--- config.mk ---
export PLATFORM = sky130hd
export DESIGN_NAME = iplen_trim
export DESIGN_NICKNAME = d
export VERILOG_FILES = /design/src/rtl/iplen_trim_pkg.sv /design/src/rtl/iplen_trim_out_reg.sv /design/src/rtl/iplen_trim.sv
export SDC_FILE = /design/constraint.sdc
export NUM_CORES = 1
export LEC_CHECK = 0
export CAP_MARGIN = 20
export CORE_ASPECT_RATIO = 0.6
export CORE_MARGIN = 2
export CORE_UTILIZATION = 30
export DETAILED_ROUTE_END_ITERATION = 8
export MAX_ROUTING_LAYER = met4
export PLACE_DENSITY = 0.58
export SYNTH_ARGS = -nofsm -noshare
export SYNTH_HDL_FRONTEND = slang
export SYNTH_HIERARCHICAL = 1
export SYNTH_SLANG_ARGS = --single-unit
export TNS_END_PERCENT = 5
--- constraint.sdc ---
create_clock -name clk -period 4.64 [get_ports clk]
set_input_delay 0.464 -clock clk [delete_from_list [all_inputs] [get_ports clk]]
set_output_delay 0.464 -clock clk [all_outputs]
set_load 0.03 [all_outputs]
--- src/rtl/iplen_trim_pkg.sv ---
// iplen_pkg: FSM states, status-word bit positions and the status-word layout for iplen_trim.
package iplen_pkg;
    typedef enum logic [1:0] {HDR, PASS, DROP, STAT} state_t;
    localparam int STAT_LEN_ERR_BIT = 18;
    localparam int STAT_SHORT_BIT = 17;
    localparam int STAT_PADDED_BIT = 16;
    typedef struct packed {
        logic        len_err;
        logic        short_frame;
        logic        padded;
        logic [15:0] total_length;
    } stat_word_t;
endpackage

--- src/rtl/iplen_trim_out_reg.sv ---
// iplen_out_reg: single-entry valid/ready register driving the m_* byte stream.
module iplen_out_reg (
    input  logic       clk,
    input  logic       rst_n,
    input  logic       in_valid,
    output logic       in_ready,
    input  logic [7:0] in_data,
    input  logic       in_last,
    output logic       m_tvalid,
    input  logic       m_tready,
    output logic [7:0] m_tdata,
    output logic       m_tlast
);
    assign in_ready = ~m_tvalid | m_tready;
    always_ff @(posedge clk or negedge rst_n) begin
        if (!rst_n) begin
            m_tvalid <= 1'b0;
            m_tdata  <= 8'd0;
            m_tlast  <= 1'b0;
        end else if (in_valid && in_ready) begin
            m_tvalid <= 1'b1;
            m_tdata  <= in_data;
            m_tlast  <= in_last;
        end else if (m_tready) begin
            m_tvalid <= 1'b0;
        end
    end
endmodule

--- src/rtl/iplen_trim.sv ---
// iplen_trim: forwards exactly IP Total Length bytes, drops Ethernet pad, emits one status word per frame.
// Define IPLEN_TRIM_STATS_EN to add 32-bit saturating frame/padded/short/len_err counters.
module iplen_trim
    import iplen_pkg::*;
#(
    parameter int LEN_OFFSET = 2,
    parameter int MIN_LEN = 20,
    parameter int MAX_LEN = 1500
) (
    input  logic        clk,
    input  logic        rst_n,
    input  logic        s_tvalid,
    output logic        s_tready,
    input  logic [7:0]  s_tdata,
    input  logic        s_tlast,
    output logic        m_tvalid,
    input  logic        m_tready,
    output logic [7:0]  m_tdata,
    output logic        m_tlast,
    output logic        stat_tvalid,
    input  logic        stat_tready,
`ifdef IPLEN_TRIM_STATS_EN
    output logic [31:0] cnt_frames,
    output logic [31:0] cnt_padded,
    output logic [31:0] cnt_short,
    output logic [31:0] cnt_len_err,
`endif
    output logic [18:0] stat_tdata
);
    state_t      state;
    logic [15:0] cnt, len, cur_len;
    logic        len_err, cur_err, lsb, len_hit, pass_st, out_ready, fwd, drop_acc, stat_done;
    stat_word_t  stat_r, fin;
    always_comb begin
        pass_st   = state == HDR || state == PASS;
        lsb       = state == HDR && cnt == 16'(LEN_OFFSET + 1);
        cur_len   = lsb ? {len[15:8], s_tdata} : len;
        cur_err   = lsb ? (cur_len < 16'(MIN_LEN) || cur_len > 16'(MAX_LEN)) : len_err;
        len_hit   = (state == PASS || lsb) && !cur_err && cnt == cur_len - 16'd1;
        // A frame ending before the LSB arrives never captured a length
        fin       = {cur_err, !len_hit && !cur_err, 1'b0, (lsb || state != HDR) ? cur_len : 16'd0};
        s_tready  = state == DROP || (pass_st && out_ready);
        fwd       = s_tvalid && pass_st && out_ready;
        drop_acc  = s_tvalid && state == DROP;
        stat_done = stat_tvalid && stat_tready;
    end
    always_ff @(posedge clk or negedge rst_n) begin
        if (!rst_n) begin
            state       <= HDR;
            cnt         <= 16'd0;
            len         <= 16'd0;
            len_err     <= 1'b0;
            stat_tvalid <= 1'b0;
            stat_r      <= '0;
        end else begin
            if (fwd || drop_acc) cnt <= cnt + {15'd0, cnt != 16'hFFFF};
            if (fwd && state == HDR && cnt == 16'(LEN_OFFSET)) len[15:8] <= s_tdata;
            if (fwd && lsb) begin
                len[7:0] <= s_tdata;
                len_err  <= cur_err;
                state    <= PASS;
            end
            if (fwd && (s_tlast || len_hit)) begin
                if (len_hit && !s_tlast) state <= DROP;
                else begin
                    state       <= STAT;
                    stat_tvalid <= 1'b1;
                    stat_r      <= fin;
                end
            end
            if (drop_acc && s_tlast) begin
                state       <= STAT;
                stat_tvalid <= 1'b1;
                stat_r      <= {3'b001, len};
            end
            if (stat_done) begin
                state       <= HDR;
                stat_tvalid <= 1'b0;
                cnt         <= 16'd0;
                len         <= 16'd0;
                len_err     <= 1'b0;
            end
        end
    end
    assign stat_tdata = stat_r;
    iplen_out_reg u_out (
        .clk      (clk),
        .rst_n    (rst_n),
        .in_valid (s_tvalid && pass_st),
        .in_ready (out_ready),
        .in_data  (s_tdata),
        .in_last  (s_tlast || len_hit),
        .m_tvalid (m_tvalid),
        .m_tready (m_tready),
        .m_tdata  (m_tdata),
        .m_tlast  (m_tlast)
    );
`ifdef IPLEN_TRIM_STATS_EN
    function automatic logic [31:0] sat_inc(input logic [31:0] v, input logic en);
        return (en && v != 32'hFFFF_FFFF) ? v + 32'd1 : v;
    endfunction
    always_ff @(posedge clk or negedge rst_n) begin
        if (!rst_n) begin
            cnt_frames  <= 32'd0;
            cnt_padded  <= 32'd0;
            cnt_short   <= 32'd0;
            cnt_len_err <= 32'd0;
        end else if (stat_done) begin
            cnt_frames  <= sat_inc(cnt_frames, 1'b1);
            cnt_padded  <= sat_inc(cnt_padded, stat_tdata[STAT_PADDED_BIT]);
            cnt_short   <= sat_inc(cnt_short, stat_tdata[STAT_SHORT_BIT]);
            cnt_len_err <= sat_inc(cnt_len_err, stat_tdata[STAT_LEN_ERR_BIT]);
        end
    end
`endif
endmodule

* Word-level counts from Yosys, hierarchy flattened *
Index checks and enable logic that the tools add are counted.

word-level totals
  bits in registers = 65
  latch bits = 0
  bits in writable memories = 0
  ROM bits = 0
  logic and storage cells = 87
  memories kept = 0

operators by class
  $add $sub $neg = 2
  multipliers = 0
  divide/modulo/power cells = 0
  $lt $le $gt $ge = 2
  equality and inequality tests = 8
  shifts and indexed selects = 0
  multiplexer cells = 24
  bitwise logic cells = 2
  reduce and logical (&&, ||, !) cells = 36

operators with widths
  cell                                                         count
  2-to-1 mux 16 bit                                            4
  2-to-1 mux 19 bit                                            3
  equality test 16 x 2 -> 1 bit, second input constant         2
  2-to-1 mux 8 bit                                             3
  adder 16 x 1 -> 16 bit                                       1
  equality test 16 bit                                         1
  > comparator 16 x 11 -> 1 bit, second input constant         1
  less-than comparator 16 x 5 -> 1 bit, second input constant  1
  != test 16 bit, second input constant                        1
  subtractor 16 x 1 -> 16 bit, second input constant           1
  logical AND 1 bit                                            15
  nonzero test 2 bit                                           6
  2-to-1 mux 1 bit                                             10
  2-to-1 mux 2 bit                                             4
  logical OR 1 bit                                             7
  AND reduction 2 bit                                          2
  nonzero test 4 bit                                           1
  logical NOT 1 bit                                            3
  != test 3 x 2 -> 1 bit, second input constant                1
  nonzero test 3 bit                                           1
  equality test 2 x 1 -> 1 bit, second input constant          1
  equality test 2 bit, second input constant                   1
  logical NOT 2 bit                                            1
  != test 2 x 1 -> 1 bit, second input constant                1
  2 further kinds                                              2

* Logic depth before layout (Yosys ltp) *
Gate-level depths: netlist of the first run.

  depth after elaboration = 14
  gate-level depth with buffers = 16
  depth with buffers taken out = 13

* By module *
The synthesis of the first run kept the hierarchy.

modules (own cells, without submodules)
  module         times used  cells each  area an instance (µm²)  sequential area each (µm²)
  iplen_trim     1           393         3404.5                  1376.3
  iplen_out_reg  1           22          425.4                   250.2

* Worst setup path before layout of the first run *
OpenSTA, ideal clock, no wires.

  path type = register -> register
  start = register cnt[8]
  end = register state[0]
  setup time = 0.124 ns
  data arrival time = 3.297 ns
  data required time = 4.516 ns
  slack = 1.219 ns
  cell stages (with the launch flop) = 14
  cells stage by stage = dfrtp_1 -> nor4_1 -> and4_1 -> buf_4 -> nand2_1 -> a21oi_1 -> ha_1 -> nand3b_1 -> nor4_1 -> nor3_1 -> o41a_1 -> a2bb2oi_2 -> nand4_1 -> o31a_1

on the way
  word-level cells in the longest chain between the ends = 14
  elaborated cells between the ends (all ways) = 22
  classes of those cells = add/sub (1); order compare (2); eq/ne (2); mux (6); reduce/logical (11)

ends and longest elaborated chain
  element                                                               line              source
  from (decl)                                                           iplen_trim.sv:31  logic [15:0] cnt, len, cur_len;
  from (signal assigned)                                                iplen_trim.sv:56  if (fwd || drop_acc) cnt <= cnt + {15'd0, cnt != 16'hFFFF};
  branches (longest 14 deep; another with subtractor 16 x 1 -> 16 bit)  n/a
  to (signal assigned)                                                  iplen_trim.sv:64  if (len_hit && !s_tlast) state <= DROP;
  to (signal assigned)                                                  iplen_trim.sv:72  state <= STAT;
  to (signal assigned)                                                  iplen_trim.sv:77  state <= HDR;
  to (decl)                                                             iplen_trim.sv:30  state_t state;

Parallel ways; which one is timed is not known.
A chain may end at the register's enable or synchronous reset.

* Worst setup path after layout of the first run *
  start = register cnt[1]
  end = register state[0]

The elaborated chain is that of the path after synthesis.

==> flow_summary.json, run 1 <==
{
  "routed_wl_um": 11630,
  "relSlewSlack_pct": 38.76,
  "nets": 473,
  "endpoint": "state[0]",
  "dpl.cell_count": 608,
  "yosysUniqueCellTypes": 60,
  "drt_iter0_markers": 304,
  "grt_pass1_wl_um": 18530,
  "synth_edf_count": 0,
  "worstPathCellList": "nor4bb_1, and4_1, nand2_1, mux2i_1, ha_1, nand3b_1, nor4_1, nor3_1, o41a_1, a2bb2oi_2, nand4_1, o31a_1",
  "crit_path_max_incr_delay_ns": 0.52,
  "synth.most_common_cell": "dfrtp_1",
  "tightest_slew_ns": 0.9136,
  "yosys.area.top_type_share_pct": 42.47,
  "netlist_instances": 415,
  "cts.reportedPaths.clkPinSlew_ns": 0.06,
  "dp_hpwl_um": 8335,
  "antenna_cells": 0,
  "critPathMaxFanout": 8,
  "rr_startpoint": "cnt[1]",
  "setup_viol": 0,
  "share_comb_of_total_power_pct": 42.9,
  "grt_overflow_total": 0,
  "critPathLaunchType": "register",
  "cp_slowest_cell": "dfrtp_1",
  "reg2reg_setup_slack_ns": 0.85,
  "tns_ns": 0,
  "setup.worst_path.start": "cnt[1]",
  "power_density_nw_per_um2": 570.8,
  "cp.depth": 12,
  "die_y_um": 91.52,
  "utilization_pct": 38.78,
  "firstDrtPassIters": 5,
  "fillCellCount": 1236,
  "worst_ir_drop_vdd_mv": 0.2521,
  "cp_num_buf_inv": 0,
  "min_period_over_period_pct": 81.62,
  "grt_max_degree": 65,
  "cts_resized": 0,
  "synth_largest_area_cell": "dfrtp_1",
  "switchingPower_mw": 1.072,
  "synth-async-reset-ratio_pct": 100.0,
  "place.gp.congestion": 0.9645,
  "stdcell_count": 624,
  "cts.sinks": 65,
  "path_class": "reg2reg",
  "cts_buffers": 9,
  "final-hold-violation-count": 0,
  "area_growth_pct": 24.11,
  "cts_htree_levels": 3,
  "yosysSeqAreaShare_pct": 42.47,
  "start_util_pct": 31.25,
  "synthTopCellsByCount": "dfrtp_1, nand2_1, nor2_1",
  "cp_data_required_time_ns": 4.86,
  "ys_ff_latch": 65,
  "io_buffers": 44,
  "placementRows": 31,
  "min_period_ns": 3.787,
  "ys_warn_count": 6,
  "grt_pass1_vias": 3181,
  "status": "complete, no violations",
  "die_w_um": 149.9,
  "drv_cap": 0,
  "switching_share_pct": 39.50,
  "io_pins": 45,
  "vias_per_cell": 5.380,
  "syn_nets": 433,
  "vias": 3357,
  "post_drt_wl_per_cell_um": 18.63,
  "r2r-end": "state[0]",
  "antenna_found_initial": 0,
  "clk_latency_ns": 0.34,
  "core-area_um2": 12260,
  "rsz0062_at_grt": "no",
  "grtUsageTotal_pct": 18.46,
  "critPathArrivalTime_ns": 4.01,
  "post-cts-setup-buffer-count": 0,
  "ctsRootBufferMaster": "clkbuf_16",
  "synth.avg_cell_area_um2": 9.229,
  "p_leak_nw": 1.986,
  "post-route-drc-count": 0,
  "seq_power_share_pct": 30.2,
  "hold_path_class": "in2async",
  "cts_tree": "done",
  "fmax_ghz": 0.2640,
  "cp_top_family": "simple AND/OR/NAND/NOR gates",
  "ys_top_cells_by_area": "dfrtp_1, nand2_1, nor2_1, a21oi_1, mux2_4",
  "die_area_um2": 13720,
  "clkPwrFrac_pct": 27.0,
  "worstRegToRegCells": 12,
  "crit_path_end_kind": "register",
  "cts-root-to-sink-buffers": 2,
  "synth_area_um2": 3830,
  "final.setup_skew_ns": 0.005843,
  "drv_slew": 0,
  "p_int_mw": 1.642,
  "ant_nets": 0,
  "drive_above_1_share_pct": 9.368,
  "ys.flop_type": "dfrtp_1"
}
==> metal layers <==
layer	part of all wire, %	wire length [µm]	up-vias	global-route usage, %
met5	0	0	-	-
li1	-	-	1584	-
met1	53	6155	1654	28.79
met3	7.6	889	2	5.226
met2	39	4556	117	22.72
met4	0.21	24	0	4.324
==> metrics by stage <==
stage | area, µm² | setup WS [ns] | hold slack, ns | power, mW
final | 4753 | 0.8527 | 0.4342 | 2.713
after global routing | 4753 | 0.5555 | 0.4517 | 2.856
after CTS | 4753 | 0.8938 | 0.4253 | 2.715
after detailed placement | 4424 | 0.9009 | 0.2491 | 1.970
after global placement | 4424 | 0.9940 | 0.2458 | 1.962
after floorplan | 3830 | 1.219 | 0.1684 | 1.595
==> logic make-up (layout without fill, tap and decap cells) <==
logic type,count (synthesis),after routing,share of synthesized area [%]
simple gates,173,173,23.49
compound gates,93,93,16.04
flops,65,65,42.47
buf+inv,30,74,3.300
xor+xnor,28,28,6.403
mux,22,22,6.991
fa+ha+maj,4,4,1.307
==> cells in the final DEF, fill, tap and decap left out, drive strengths merged, types with 2 or more instances in the layout <==
cell / instances
a2111oi: 2
a211oi: 3
a21boi: 4
a21oi: 29
a22o: 9
a22oi: 4
a2bb2oi: 2
a31oi: 2
and2: 3
and3: 7
and4: 2
buf: 8
bufinv: 2
clkbuf: 9
clkdlybuf4s50: 43
clkinv: 3
dfrtp: 65
ha: 4
inv: 7
mux2: 11
mux2i: 11
nand2: 45
nand2b: 7
nand3: 11
nand3b: 2
nand4: 11
nor2: 39
nor2b: 2
nor3: 14
nor4: 11
o2111a: 2
o21a: 3
o21ai: 25
o31a: 2
or3: 12
or4: 2
xnor2: 13
xor2: 15
==> power groups by stage <==
stage	clock network (mW)	logic (mW)	registers (mW)
finish	0.732	1.16	0.818
global route	0.772	1.25	0.835
CTS	0.744	1.16	0.813
detailed placement	0	1.15	0.822
global placement	0	1.14	0.818
floorplan	0	0.704	0.892
==> final cells by class <==
cell class | count | area (µm²) | share of cell area [%]
clock buffer | 9 | 225.2 | 4.738
multi-input combinational | 320 | 2077 | 43.70
inverter | 7 | 26.28 | 0.5528
clock inverter | 6 | 93.84 | 1.974
timing repair buffer | 52 | 498.0 | 10.48
sequential | 65 | 1627 | 34.22
tap | 165 | 206.4 | 4.343
==> flip-flops by register name, indices dropped and copies added (netlist names) <==
register,count
len,16
u_out/m_tlast,1
stat_tdata,19
u_out/m_tdata,8
state,2
len_err,1
cnt,16
stat_tvalid,1
u_out/m_tvalid,1
==> how the worst min path moves through the flow <==
stage	slack [ns]	to	cells past startpoint
floorplan	0.17	cnt[0]	0
global placement	0.25	stat_tvalid	1
detailed placement	0.25	stat_tvalid	1
CTS	0.43	stat_tvalid	2
global route	0.45	stat_tvalid	2
finish	0.43	stat_tvalid	2
==> timing repair <==
action | in CTS | in global routing
hold endpoints to repair | 1 | 0
hold buffers | 1 | 0
setup endpoints to repair | 0 | 0
No activity file was read; power rests on OpenSTA's default activity.
==> run 2, diff against run 1 <==
--- a/config.mk
+++ b/config.mk
@@ -11,7 +11,7 @@
 export CORE_UTILIZATION = 30
 export DETAILED_ROUTE_END_ITERATION = 8
 export MAX_ROUTING_LAYER = met4
-export PLACE_DENSITY = 0.58
+export PLACE_DENSITY = 0.6
 export SYNTH_ARGS = -nofsm -noshare
 export SYNTH_HDL_FRONTEND = slang
 export SYNTH_HIERARCHICAL = 1
==> constraint.sdc (replaced) <==
create_clock -name clk -period 3.4 [get_ports clk]
set_input_delay 0.34 -clock clk [delete_from_list [all_inputs] [get_ports clk]]
set_output_delay 0.34 -clock clk [all_outputs]
set_load 0.03 [all_outputs]
==> flow_summary.json, run 2 (synthesized netlist as in run 1, its figures left out) <==
{
  "status": "complete, no violations",
  "vias_per_cell": 5.346,
  "cts_htree_levels": 3,
  "ant_nets": 0,
  "cts-root-to-sink-buffers": 2,
  "grt_max_degree": 37,
  "ctsRootBufferMaster": "clkbuf_16",
  "critPathArrivalTime_ns": 3.51,
  "critPathMaxFanout": 5,
  "stdcell_count": 679,
  "io_pins": 45,
  "post-route-drc-count": 0,
  "p_int_mw": 2.311,
  "antenna_found_initial": 0,
  "grt_pass1_wl_um": 20450,
  "post_drt_wl_per_cell_um": 19.02,
  "cts.reportedPaths.clkPinSlew_ns": 0.05,
  "finalPower_mw": 3.834,
  "drive_above_1_share_pct": 21.21,
  "final.setup_skew_ns": 0.002467,
  "seq_power_share_pct": 27.4,
  "area_growth_pct": 35.77,
  "switching_share_pct": 39.73,
  "hold_path_class": "in2async",
  "firstDrtPassIters": 5,
  "rsz0062_at_grt": "yes",
  "die_y_um": 91.52,
  "start_util_pct": 31.25,
  "worst_ir_drop_vdd_mv": 0.2948,
  "fillCellCount": 1236,
  "cp_data_required_time_ns": 3.62,
  "drv_cap": 0,
  "cts.sinks": 65,
  "vias": 3630,
  "path_class": "reg2reg",
  "holdBufCountCts": 0,
  "final-hold-violation-count": 0,
  "place.gp.congestion": 1.020,
  "grtUsageTotal_pct": 20.53,
  "grt_overflow_total": 0,
  "die_w_um": 149.9,
  "clkPwrFrac_pct": 23.2,
  "final_common_cell": "dfrtp_1",
  "cts_buffers": 9,
  "relSlewSlack_pct": 52.36,
  "cts_tree": "done",
  "whs_ns": 0.03545,
  "critPathLaunchType": "register",
  "dpl.cell_count": 658,
  "min_period_ns": 3.296,
  "tightest_slew_ns": 0.7120,
  "clk_latency_ns": 0.33,
  "mostFrequentLayoutCells": "dfrtp_1, buf_4, nand2_1, clkdlybuf4s50_1, nor2_1",
  "nets": 528,
  "io_buffers": 44,
  "dp_hpwl_um": 9801,
  "setup_viol": 0,
  "share_comb_of_total_power_pct": 49.4,
  "tns_ns": 0,
  "switchingPower_mw": 1.523,
  "crit_path_end_kind": "register",
  "min_period_over_period_pct": 96.94,
  "fin_ws_ns": 0.1040,
  "grt_pass1_vias": 3433,
  "drt_iter0_markers": 386,
  "largest_reg_flops": 19,
  "placementRows": 31,
  "core-area_um2": 12260,
  "routed_wl_um": 12920,
  "power_density_nw_per_um2": 737.4,
  "p_leak_nw": 2.264,
  "drv_slew": 0,
  "die_area_um2": 13720,
  "pre_cts_ws_ns": -0.08931,
  "antenna_cells": 0,
  "fmax_ghz": 0.3034
}
## run 2: per-layer routing
metal  vias to the layer above  share of wire, %  wire length, µm  track usage (%)
li1                       1687                 -                -                -
met1                      1765                52             6693            32.22
met2                       164                37             4819            25.42
met3                        14                10             1293            5.879
met4                         0              0.84              108            3.774
met5                         -                 0                0                -
## run 2: layout make-up
type | instances | area [µm²] | share of cell area (%)
Clock inverter | 4 | 45.04 | 0.8662
Sequential cell | 65 | 1627 | 31.28
Clock buffer | 11 | 232.7 | 4.475
Inverter | 7 | 26.28 | 0.5053
Multi-Input combinational cell | 320 | 2155 | 41.43
Timing Repair Buffer | 107 | 908.4 | 17.47
Tap cell | 165 | 206.4 | 3.970
## run 2: worst paths after layout
kind                               startpoint               end  slack [ns]  cells after the start
min in group clk                stat_tdata[3]     stat_tdata[3]        0.48                      2
max in group asynchronous               rst_n       stat_tvalid        2.64                      2
worst max register to register        cnt[15]          state[0]        0.10                     13
worst min register to register  stat_tdata[3]     stat_tdata[3]        0.48                      2
worst max-delay path                  cnt[15]          state[0]        0.10                     13
worst min-delay path                    rst_n  u_out/m_tdata[0]        0.04                      1
## run 2: through the flow
stage	instance area (µm²)	util [%]
after floorplan	3836	-
after global placement	4806	39.21
after detailed placement	4806	39.21
final	5200	42.43
after global routing	5200	42.43
after CTS	5141	41.95
## run 2: what timing repair did
item                                    CTS  global route
buffers inserted                          5             1
endpoints found under the setup margin    3             4
resized for setup                         7             9
pin swaps                                 7            12
## run 2: power by group through the flow
stage	clock network (mW)	registers (mW)	logic (mW)
2_1_floorplan	0	1.22	0.964
3_3_place_gp	0	1.06	1.81
3_5_place_dp	0	1.06	1.80
4_1_cts	0.908	1.05	1.83
5_1_grt	0.948	1.07	2.03
6_report	0.890	1.05	1.89
## run 2: worst max-delay path, stage by stage (launching register included)
cell and delay, ns:
dfrtp_1 0.37, nor4bb_1 0.41, and4_4 0.34, nand2_4 0.08
mux2i_4 0.21, ha_2 0.19, nand3b_1 0.20, nor4_4 0.07
buf_4 0.15, o21a_1 0.15, o41a_1 0.39, a2bb2oi_2 0.17
nand4_1 0.16, o31a_1 0.27
==> run 3, diff against run 2 <==
==> constraint.sdc (replaced) <==
create_clock -name clk -period 2.9 [get_ports clk]
set_input_delay 0.29 -clock clk [delete_from_list [all_inputs] [get_ports clk]]
set_output_delay 0.29 -clock clk [all_outputs]
set_load 0.03 [all_outputs]
==> flow_summary.json, run 3 (synthesized netlist as in run 1, its figures left out) <==
{
  "cts.reportedPaths.clkPinSlew_ns": 0.06,
  "clk_latency_ns": 0.33,
  "post_drt_wl_per_cell_um": 18.71,
  "violations": "setup timing",
  "fmax_ghz": 0.2965,
  "critPathMaxFanout": 4,
  "cts_tree": "done",
  "p_leak_nw": 2.379,
  "tightest_slew_ns": 0.6553,
  "drt_iter0_markers": 327,
  "die_w_um": 149.9,
  "cp_data_required_time_ns": 3.12,
  "die_y_um": 91.52,
  "vias_per_cell": 5.301,
  "nets": 546,
  "power_density_nw_per_um2": 863.2,
  "multi_input_area_um2": 2176,
  "reg2reg_setup_slack_ns": -0.47,
  "hold_path_class": "reg2reg",
  "drv_cap": 0,
  "cts-root-to-sink-buffers": 2,
  "final-hold-violation-count": 0,
  "min_period_ns": 3.372,
  "core-area_um2": 12260,
  "grt_pass1_vias": 3555,
  "die_area_um2": 13720,
  "grt_max_degree": 37,
  "antenna_cells": 0,
  "critPathArrivalTime_ns": 3.59,
  "tns_ns": -1.687,
  "antenna_found_initial": 0,
  "post-route-drc-count": 0,
  "path_class": "reg2reg",
  "cts.sinks": 65,
  "status": "finished, violations left",
  "place.gp.congestion": 0.9459,
  "fillCellCount": 1188,
  "placementRows": 31,
  "largest_reg_flops": 19,
  "min_period_over_period_pct": 116.3,
  "regArea_um2": 1627,
  "grt_pass1_wl_um": 20630,
  "start_util_pct": 31.25,
  "ctsRootBufferMaster": "clkbuf_16",
  "critPathLaunchType": "register",
  "final_common_cell": "buf_4",
  "io_buffers": 44,
  "grt_overflow_total": 0,
  "io_pins": 45,
  "worst_ir_drop_vdd_mv": 0.4183,
  "cts_buffers": 9,
  "crit_path_end_kind": "register",
  "cts_htree_levels": 3,
  "final.setup_skew_ns": 0.007893,
  "dp_hpwl_um": 9994,
  "post-cts-setup-buffer-count": 0,
  "firstDrtPassIters": 5,
  "area_growth_pct": 41.39,
  "finalPower_mw": 4.674,
  "routed_wl_um": 13060,
  "setup_viol": 4,
  "fin_ws_ns": -0.4724,
  "rsz0062_at_grt": "yes",
  "vias": 3700,
  "ant_nets": 0,
  "whs_ns": 0.4829,
  "mostFrequentLayoutCells": "buf_4, dfrtp_1, nand2_1, clkdlybuf4s50_1, nor2_1",
  "grtUsageTotal_pct": 20.54,
  "drive_above_1_share_pct": 24.58,
  "relSlewSlack_pct": 56.32,
  "drv_slew": 0
}
[run 3: final cells by class]
cell class / count / share of cell area [%]
clock inverters: 4 / 1.363
well taps: 165 / 3.812
multi-input cells: 320 / 40.18
clock buffers: 12 / 4.737
flip-flops and latches: 65 / 30.04
repair buffers: 125 / 19.39
inverters: 7 / 0.4852
[run 3: power by group]
group / switching (mW) / internal [mW]
registers: 0.143 / 1.08
clock network: 0.399 / 0.801
logic: 1.24 / 1.00
[run 3: routing by layer]
metal	routed length, µm	up-vias	track usage, %
met4	83	0	3.695
met5	0	-	-
met1	6907	1821	31.69
met3	959	11	5.779
met2	5112	146	26.26
li1	-	1722	-
[run 3: what timing repair did]
action | in CTS | in global routing
gates cloned | 0 | 0
pin swaps | 5 | 3
resized for setup | 5 | 7
setup endpoints to repair | 5 | 16
endpoints found under the hold margin | 16 | 0
hold buffers | 1 | 0
[run 3: worst paths after layout]
| kind | endpoint | cells after the start | startpoint |
|---|---|---|---|
| worst min register to register | stat_tdata[5] | 2 | stat_tdata[5] |
| worst min-delay path | stat_tdata[5] | 2 | stat_tdata[5] |
| worst max register to register | state[0] | 13 | cnt[6] |
| worst max-delay path | state[0] | 13 | cnt[6] |
| min in group asynchronous | stat_tdata[4] | 2 | rst_n |
| max in group asynchronous | stat_tdata[9] | 3 | rst_n |
[run 3: per-stage QoR]
stage	utilization [%]	area, µm²	instances	setup slack (ns)
2_1_floorplan	-	3885	415	-0.3225
3_3_place_gp	40.94	5017	681	-0.4669
3_5_place_dp	40.94	5017	681	-0.5889
4_1_cts	43.92	5383	698	-0.4122
5_1_grt	44.18	5415	698	-0.6295
6_report	44.18	5415	698	-0.4724
[run 3: critical path, cell delays in order, from the launching register on]
cell	delay [ns]
dfrtp_1	0.41
nor4_4	0.34
and4_4	0.33
and3_4	0.21
a21oi_2	0.05
ha_2	0.19
nand3b_1	0.22
nor4_4	0.06
buf_4	0.14
o21a_1	0.17
o41a_1	0.41
a2bb2oi_2	0.24
nand4_1	0.20
o31a_1	0.28
